## src/rtl/rsa_decrypt_engine.sv

```systemverilog
`default_nettype none
// ============================================================================
// Module      : rsa_decrypt_engine
// Description : Recovers RSA plaintext m = c^D mod N from a 16-bit ciphertext
//               using left-to-right square-and-multiply over the private
//               exponent. The engine sequences itself with a small FSM and
//               offers a start/busy/valid handshake, plus an err pulse when a
//               ciphertext outside the residue range [0, N) is presented.
//               The default key pair matches the encrypt side:
//               N = 3233, e = 17, so D = 2753.
// Revision    : 1.0 - initial release
// ----------------------------------------------------------------------------
// Parameters
//   N       modulus, must be < 2^16                          (default 3233)
//   D       private exponent                                 (default 2753)
//   D_BITS  number of exponent bits scanned, MSB first       (default 12)
// Ports
//   clk     in   1   rising-edge clock
//   rst_n   in   1   asynchronous active-low reset
//   start   in   1   decryption request, sampled only while idle
//   cipher  in   16  ciphertext, captured on the accepted start edge
//   busy    out  1   high while a decryption is in progress
//   valid   out  1   one-cycle pulse, plain carries a new result
//   err     out  1   one-cycle pulse, a ciphertext >= N was rejected
//   plain   out  16  last result c^D mod N, held until next valid or reset
// ============================================================================
module rsa_decrypt_engine #(
    parameter int N      = 3233,
    parameter int D      = 2753,
    parameter int D_BITS = 12
) (
    input  logic        clk,
    input  logic        rst_n,
    input  logic        start,
    input  logic [15:0] cipher,
    output logic        busy,
    output logic        valid,
    output logic        err,
    output logic [15:0] plain
);

    // ------------------------------------------------------------------------
    // Constants
    // ------------------------------------------------------------------------
    // Exponent bit index width; a single-bit exponent still needs a 1-bit
    // index register.
    localparam int IDX_W = (D_BITS > 1) ? $clog2(D_BITS) : 1;

    localparam logic [15:0]       C_N16     = 16'(N);
    localparam logic [31:0]       C_N32     = 32'(N);
    localparam logic [D_BITS-1:0] C_D       = D_BITS'(D);
    localparam logic [IDX_W-1:0]  C_IDX_TOP = IDX_W'(D_BITS - 1);
    localparam logic [15:0]       C_ONE     = 16'd1;

    // ------------------------------------------------------------------------
    // State encoding
    // ------------------------------------------------------------------------
    localparam logic [2:0] S_IDLE    = 3'd0;
    localparam logic [2:0] S_SQ      = 3'd1;
    localparam logic [2:0] S_SQ_RED  = 3'd2;
    localparam logic [2:0] S_MUL     = 3'd3;
    localparam logic [2:0] S_MUL_RED = 3'd4;

    // ------------------------------------------------------------------------
    // Registers
    // ------------------------------------------------------------------------
    logic [2:0]       r_state;
    logic [15:0]      r_c;        // captured ciphertext, immune to later changes
    logic [15:0]      r_acc;      // running result, always reduced below N
    logic [31:0]      r_prod;     // full-width product awaiting reduction
    logic [IDX_W-1:0] r_bit_idx;  // exponent bit currently being processed
    logic             r_busy;
    logic             r_valid;
    logic             r_err;
    logic [15:0]      r_plain;

    // ------------------------------------------------------------------------
    // Combinational helpers
    // ------------------------------------------------------------------------
    logic [15:0] w_rem;       // exact residue of the pending product
    logic        w_dbit;      // exponent bit selected by r_bit_idx
    logic        w_last_bit;  // the bit being processed is bit 0
    logic        w_cipher_ok; // ciphertext is a valid residue

    // Both operands of every product are below N < 2^16, so the 32-bit
    // product is exact and its residue always fits in 16 bits.
    assign w_rem       = 16'(r_prod % C_N32);
    assign w_dbit      = C_D[r_bit_idx];
    assign w_last_bit  = (r_bit_idx == '0);
    assign w_cipher_ok = (cipher < C_N16);

    // ------------------------------------------------------------------------
    // Sequencer and datapath
    // ------------------------------------------------------------------------
    // Each exponent bit costs a square (SQ + SQ_RED) and, when the bit is
    // set, an extra multiply by the ciphertext (MUL + MUL_RED). The result
    // is taken straight from the final reduction so that valid appears in
    // the cycle right after the last work cycle, with the FSM already idle
    // and able to accept a new request in that same cycle.
    always_ff @(posedge clk or negedge rst_n) begin
        if (!rst_n) begin
            r_state   <= S_IDLE;
            r_c       <= '0;
            r_acc     <= '0;
            r_prod    <= '0;
            r_bit_idx <= '0;
            r_busy    <= 1'b0;
            r_valid   <= 1'b0;
            r_err     <= 1'b0;
            r_plain   <= '0;
        end else begin
            // Status pulses last exactly one cycle unless re-armed below.
            r_valid <= 1'b0;
            r_err   <= 1'b0;

            case (r_state)
                S_IDLE: begin
                    if (start) begin
                        if (w_cipher_ok) begin
                            r_c       <= cipher;
                            r_acc     <= C_ONE;
                            r_bit_idx <= C_IDX_TOP;
                            r_busy    <= 1'b1;
                            r_state   <= S_SQ;
                        end else begin
                            // Out-of-range ciphertext: flag it and stay idle.
                            r_err <= 1'b1;
                        end
                    end
                end

                S_SQ: begin
                    r_prod  <= 32'(r_acc) * 32'(r_acc);
                    r_state <= S_SQ_RED;
                end

                S_SQ_RED: begin
                    r_acc <= w_rem;
                    if (w_dbit) begin
                        r_state <= S_MUL;
                    end else if (w_last_bit) begin
                        r_plain <= w_rem;
                        r_valid <= 1'b1;
                        r_busy  <= 1'b0;
                        r_state <= S_IDLE;
                    end else begin
                        r_bit_idx <= r_bit_idx - 1'b1;
                        r_state   <= S_SQ;
                    end
                end

                S_MUL: begin
                    r_prod  <= 32'(r_acc) * 32'(r_c);
                    r_state <= S_MUL_RED;
                end

                S_MUL_RED: begin
                    r_acc <= w_rem;
                    if (w_last_bit) begin
                        r_plain <= w_rem;
                        r_valid <= 1'b1;
                        r_busy  <= 1'b0;
                        r_state <= S_IDLE;
                    end else begin
                        r_bit_idx <= r_bit_idx - 1'b1;
                        r_state   <= S_SQ;
                    end
                end

                default: begin
                    // Unreachable encodings recover to idle.
                    r_busy  <= 1'b0;
                    r_state <= S_IDLE;
                end
            endcase
        end
    end

    // ------------------------------------------------------------------------
    // Outputs
    // ------------------------------------------------------------------------
    assign busy  = r_busy;
    assign valid = r_valid;
    assign err   = r_err;
    assign plain = r_plain;

endmodule
`default_nettype wire

```

## config.mk

```make
export PLATFORM = sky130hd
export DESIGN_NAME = rsa_decrypt_engine
export DESIGN_NICKNAME = d
export VERILOG_FILES = /design/src/rtl/rsa_decrypt_engine.sv
export SDC_FILE = /design/constraint.sdc
export NUM_CORES = 2
export LEC_CHECK = 0
export BUFFER_PORTS_ARGS = -buffer_cell sky130_fd_sc_hd__buf_2
export CAP_MARGIN = 20
export CORE_ASPECT_RATIO = 1.5
export CORE_UTILIZATION = 60
export CTS_CLUSTER_SIZE = 25
export DETAILED_ROUTE_END_ITERATION = 10
export PLACE_DENSITY = 0.84
export SETUP_SLACK_MARGIN = 0.3
export SLEW_MARGIN = 15
export SYNTH_ARGS = -nofsm -noshare
export SYNTH_HDL_FRONTEND = slang
export SYNTH_SLANG_ARGS = --single-unit
export TNS_END_PERCENT = 5
```

## constraint.sdc

```tcl
create_clock -name clk -period 23.6 [get_ports clk]
set_input_delay 1.18 -clock clk [delete_from_list [all_inputs] [get_ports clk]]
set_output_delay 1.18 -clock clk [all_outputs]
set_load 0.02 [all_outputs]
```

==> impl_metrics.tcl <==
set metrics [dict create \
    run_status "complete, no violations" \
    nets 3966 \
    timing.hold.ws_ns 0.494 \
    ys_async_sr_fraction_pct 100 \
    syn_area_per_cell_um2 8.13 \
    drive_gt1_share_pct 9.49 \
    fin_util_pct 64.0 \
    area_growth_pct 5.30 \
    cp-start-kind "flop" \
    period_minus_slack_ns 22.16 \
    avgViaCountPerCell 6.14 \
    synthesis.nets 4007 \
    cp_max_fo 13 \
    cpPeakStageDelay_ns 0.61 \
    antenna_found_initial 1 \
    synth_top_area_share_pct 25.8 \
    synthTopCellsByCount "511 x inv_1, 450 x nand2_1, 358 x fa_1, 210 x ha_1, 177 x nor2_1" \
    netlist_area_mm2 0.0278 \
    drtAntennaViolNets 0 \
    worst_path_max_delay_cell "a2111oi_4" \
    maxSlewViolCount 0 \
    arrival_ns 22.41 \
    final_cells 3973 \
    rows 96 \
    critPathCaptureType "flop" \
    grt.overflow.total 0 \
    drt_pass1_iterations 5 \
    cap_violations 0 \
    n_fill_cell 3709 \
    ys_types 141 \
    drt_wl_total_um 73100 \
    period_share_pct 93.9 \
    clock_latency_ns 0.40 \
    crit_type "flop to flop" \
    stdcell_area_mm2 0.0293 \
    worst_slew_pin_slew_ns 1.03 \
    vias 24400 \
    synth_enable_flop_cells 0 \
    clockBufferDepth 2 \
    cts_sinks 90 \
    synth_flop_cell "dfrtp_1" \
    setup_viol 0 \
    yosys.area.top_type "fa_1" \
    ys_seq_area_share_pct 8.10 \
    hold_violations 0 \
    skew_ns 0.0148 \
    cts_hold_buf 0 \
    synth_seq_cells 90 \
    max_slew_margin_pct 31.5 \
    cp_data_required_time_ns 23.85 \
    fmax_mhz 45.1 \
    hpwl_um 56500 \
    place_area_mm2 0.0284 \
    clock-root-buffer "clkbuf_16" \
    clk_pin_slew_ns 0.08 \
    rsz0062_at_grt "no" \
    syn_inst 3420 \
    io_buffers 37 \
    grt_max_degree 67 \
    initial_core_util_pct 60.8 \
    die_h_um 266 \
    yosys_warnings 0 \
    design.core.area_mm2 0.0458 \
    grt_pass1_vias 25400 \
    drt_iter0_drc 1380 \
    grt_first_pass_wirelength_um 120000 \
    place_congestion 0.946 \
    cts_tree "done" \
    die-area_mm2 0.0472 \
    cts_buffers 9 \
    drc 0 \
    dpl.cell_count 3937 \
    hold_path_class "flop to flop" \
    routedWlPerCell_um 18.4 \
    grtUsageTotal_pct 32.1 \
    netlist_top_cells_area "fa_1 26%, ha_1 9.4%, dfrtp_1 8.1%" \
    die_x_um 178 \
    pin_count 38 \
    yosysMostFrequentCell "inv_1" \
    htreeDepth 3 \
]
path summary, 6_finish.rpt:
check | startpoint | to | slack (ns) | cells after the start
max in group asynchronous | rst_n | r_state[1] | 21.67 | 2
worst max-delay path | r_prod[22] | r_acc[11] | 1.44 | 79
worst min-delay path | plain[15] | plain[15] | 0.49 | 2
worst min register to register | plain[15] | plain[15] | 0.49 | 2
worst max register to register | r_prod[22] | r_acc[11] | 1.44 | 79
min in group asynchronous | rst_n | r_prod[29] | 0.74 | 1
kinds of logic after synthesis:
logic type / count (synthesis) / synth area share, %
flops: 90 / 8.10
simple gates: 1065 / 18.4
compound gates: 758 / 19.5
mux: 64 / 2.43
xor+xnor: 206 / 6.84
buf+inv: 661 / 9.19
fa+ha+maj: 576 / 35.5
cell type report:
class / instances / area (um2) / area share (%)
timing repair buffer: 93 / 612 / 2.09
inverter: 515 / 1930 / 6.60
clock inverter: 7 / 93.8 / 0.321
multi-input combinational: 2670 / 23400 / 80.0
antenna: 1 / 2.50 / 0.00855
tap: 588 / 736 / 2.51
clock buffer: 9 / 225 / 0.769
sequential: 90 / 2260 / 7.71
registers in the layout (all words and copies together), names as in the netlist:
register and cells:
err 1, busy 1, r_prod 32, r_c 16, valid 1, r_acc 16, r_bit_idx 4, r_state 3
plain 16
per-layer routing:
layer / vias up / global-route usage, % / routed length [um] / share of wire, %
met1: 11900 / 33.8 / 25400 / 35
met2: 893 / 57.9 / 38000 / 52
met4: 0 / 24.0 / 6030 / 8.2
met5: - / 0 / 0 / 0
li1: 11300 / - / - / -
met3: 358 / 3.86 / 3640 / 5.0
placed cells by master, fill, tap and decap left out, types with 11 or more instances in the layout:
cell	n
and2_1	163
a211o_1	11
mux2i_1	35
nor2b_1	25
dfrtp_1	87
buf_4	56
nand4_1	12
ha_1	210
xnor2_2	20
a31oi_1	18
nor2_1	176
mux2_2	23
or3_1	18
o22ai_1	13
o21ai_1	63
buf_2	36
nor3_1	42
nor4_1	19
o21a_1	19
o21bai_1	53
a21o_1	26
a21boi_0	11
inv_1	511
xnor2_1	148
o211ai_1	18
nand3_1	48
fa_1	358
nand2_1	450
xor2_1	27
or2_2	18
a21oi_1	168
a21oi_2	14
nand2b_1	21
o21ai_0	103
a211oi_1	38
per-stage QoR:
| stage | setup TNS [ns] | setup WS, ns |
|---|---|---|
| 6_report | 0 | 1.44 |
| 5_1_grt | 0 | 0.257 |
| 4_1_cts | 0 | 0.500 |
| 3_5_place_dp | -0.117 | -0.0569 |
| 3_3_place_gp | 0 | 0.535 |
| 2_1_floorplan | 0 | 3.38 |
timing repair:
item | 4_1_cts | 5_1_grt
setup buffers | 3 | 15
cloned | 0 | 1
pin swaps | 1 | 13
endpoints found under the hold margin | 0 | 0
setup endpoints to repair | 32 | 32
gates resized for setup | 3 | 67
worst max-delay path, delay by kind of cell, from the launching register on:
family,cells,cell delay (ns)
flops,1,0.51
buf+inv,3,0.48
simple gates,12,3.98
xor+xnor,8,1.84
mux,4,1.20
compound gates,52,13.99
Power is not shown: default switching activity piles up to over one toggle a cycle in this logic, so the estimate is an artifact.
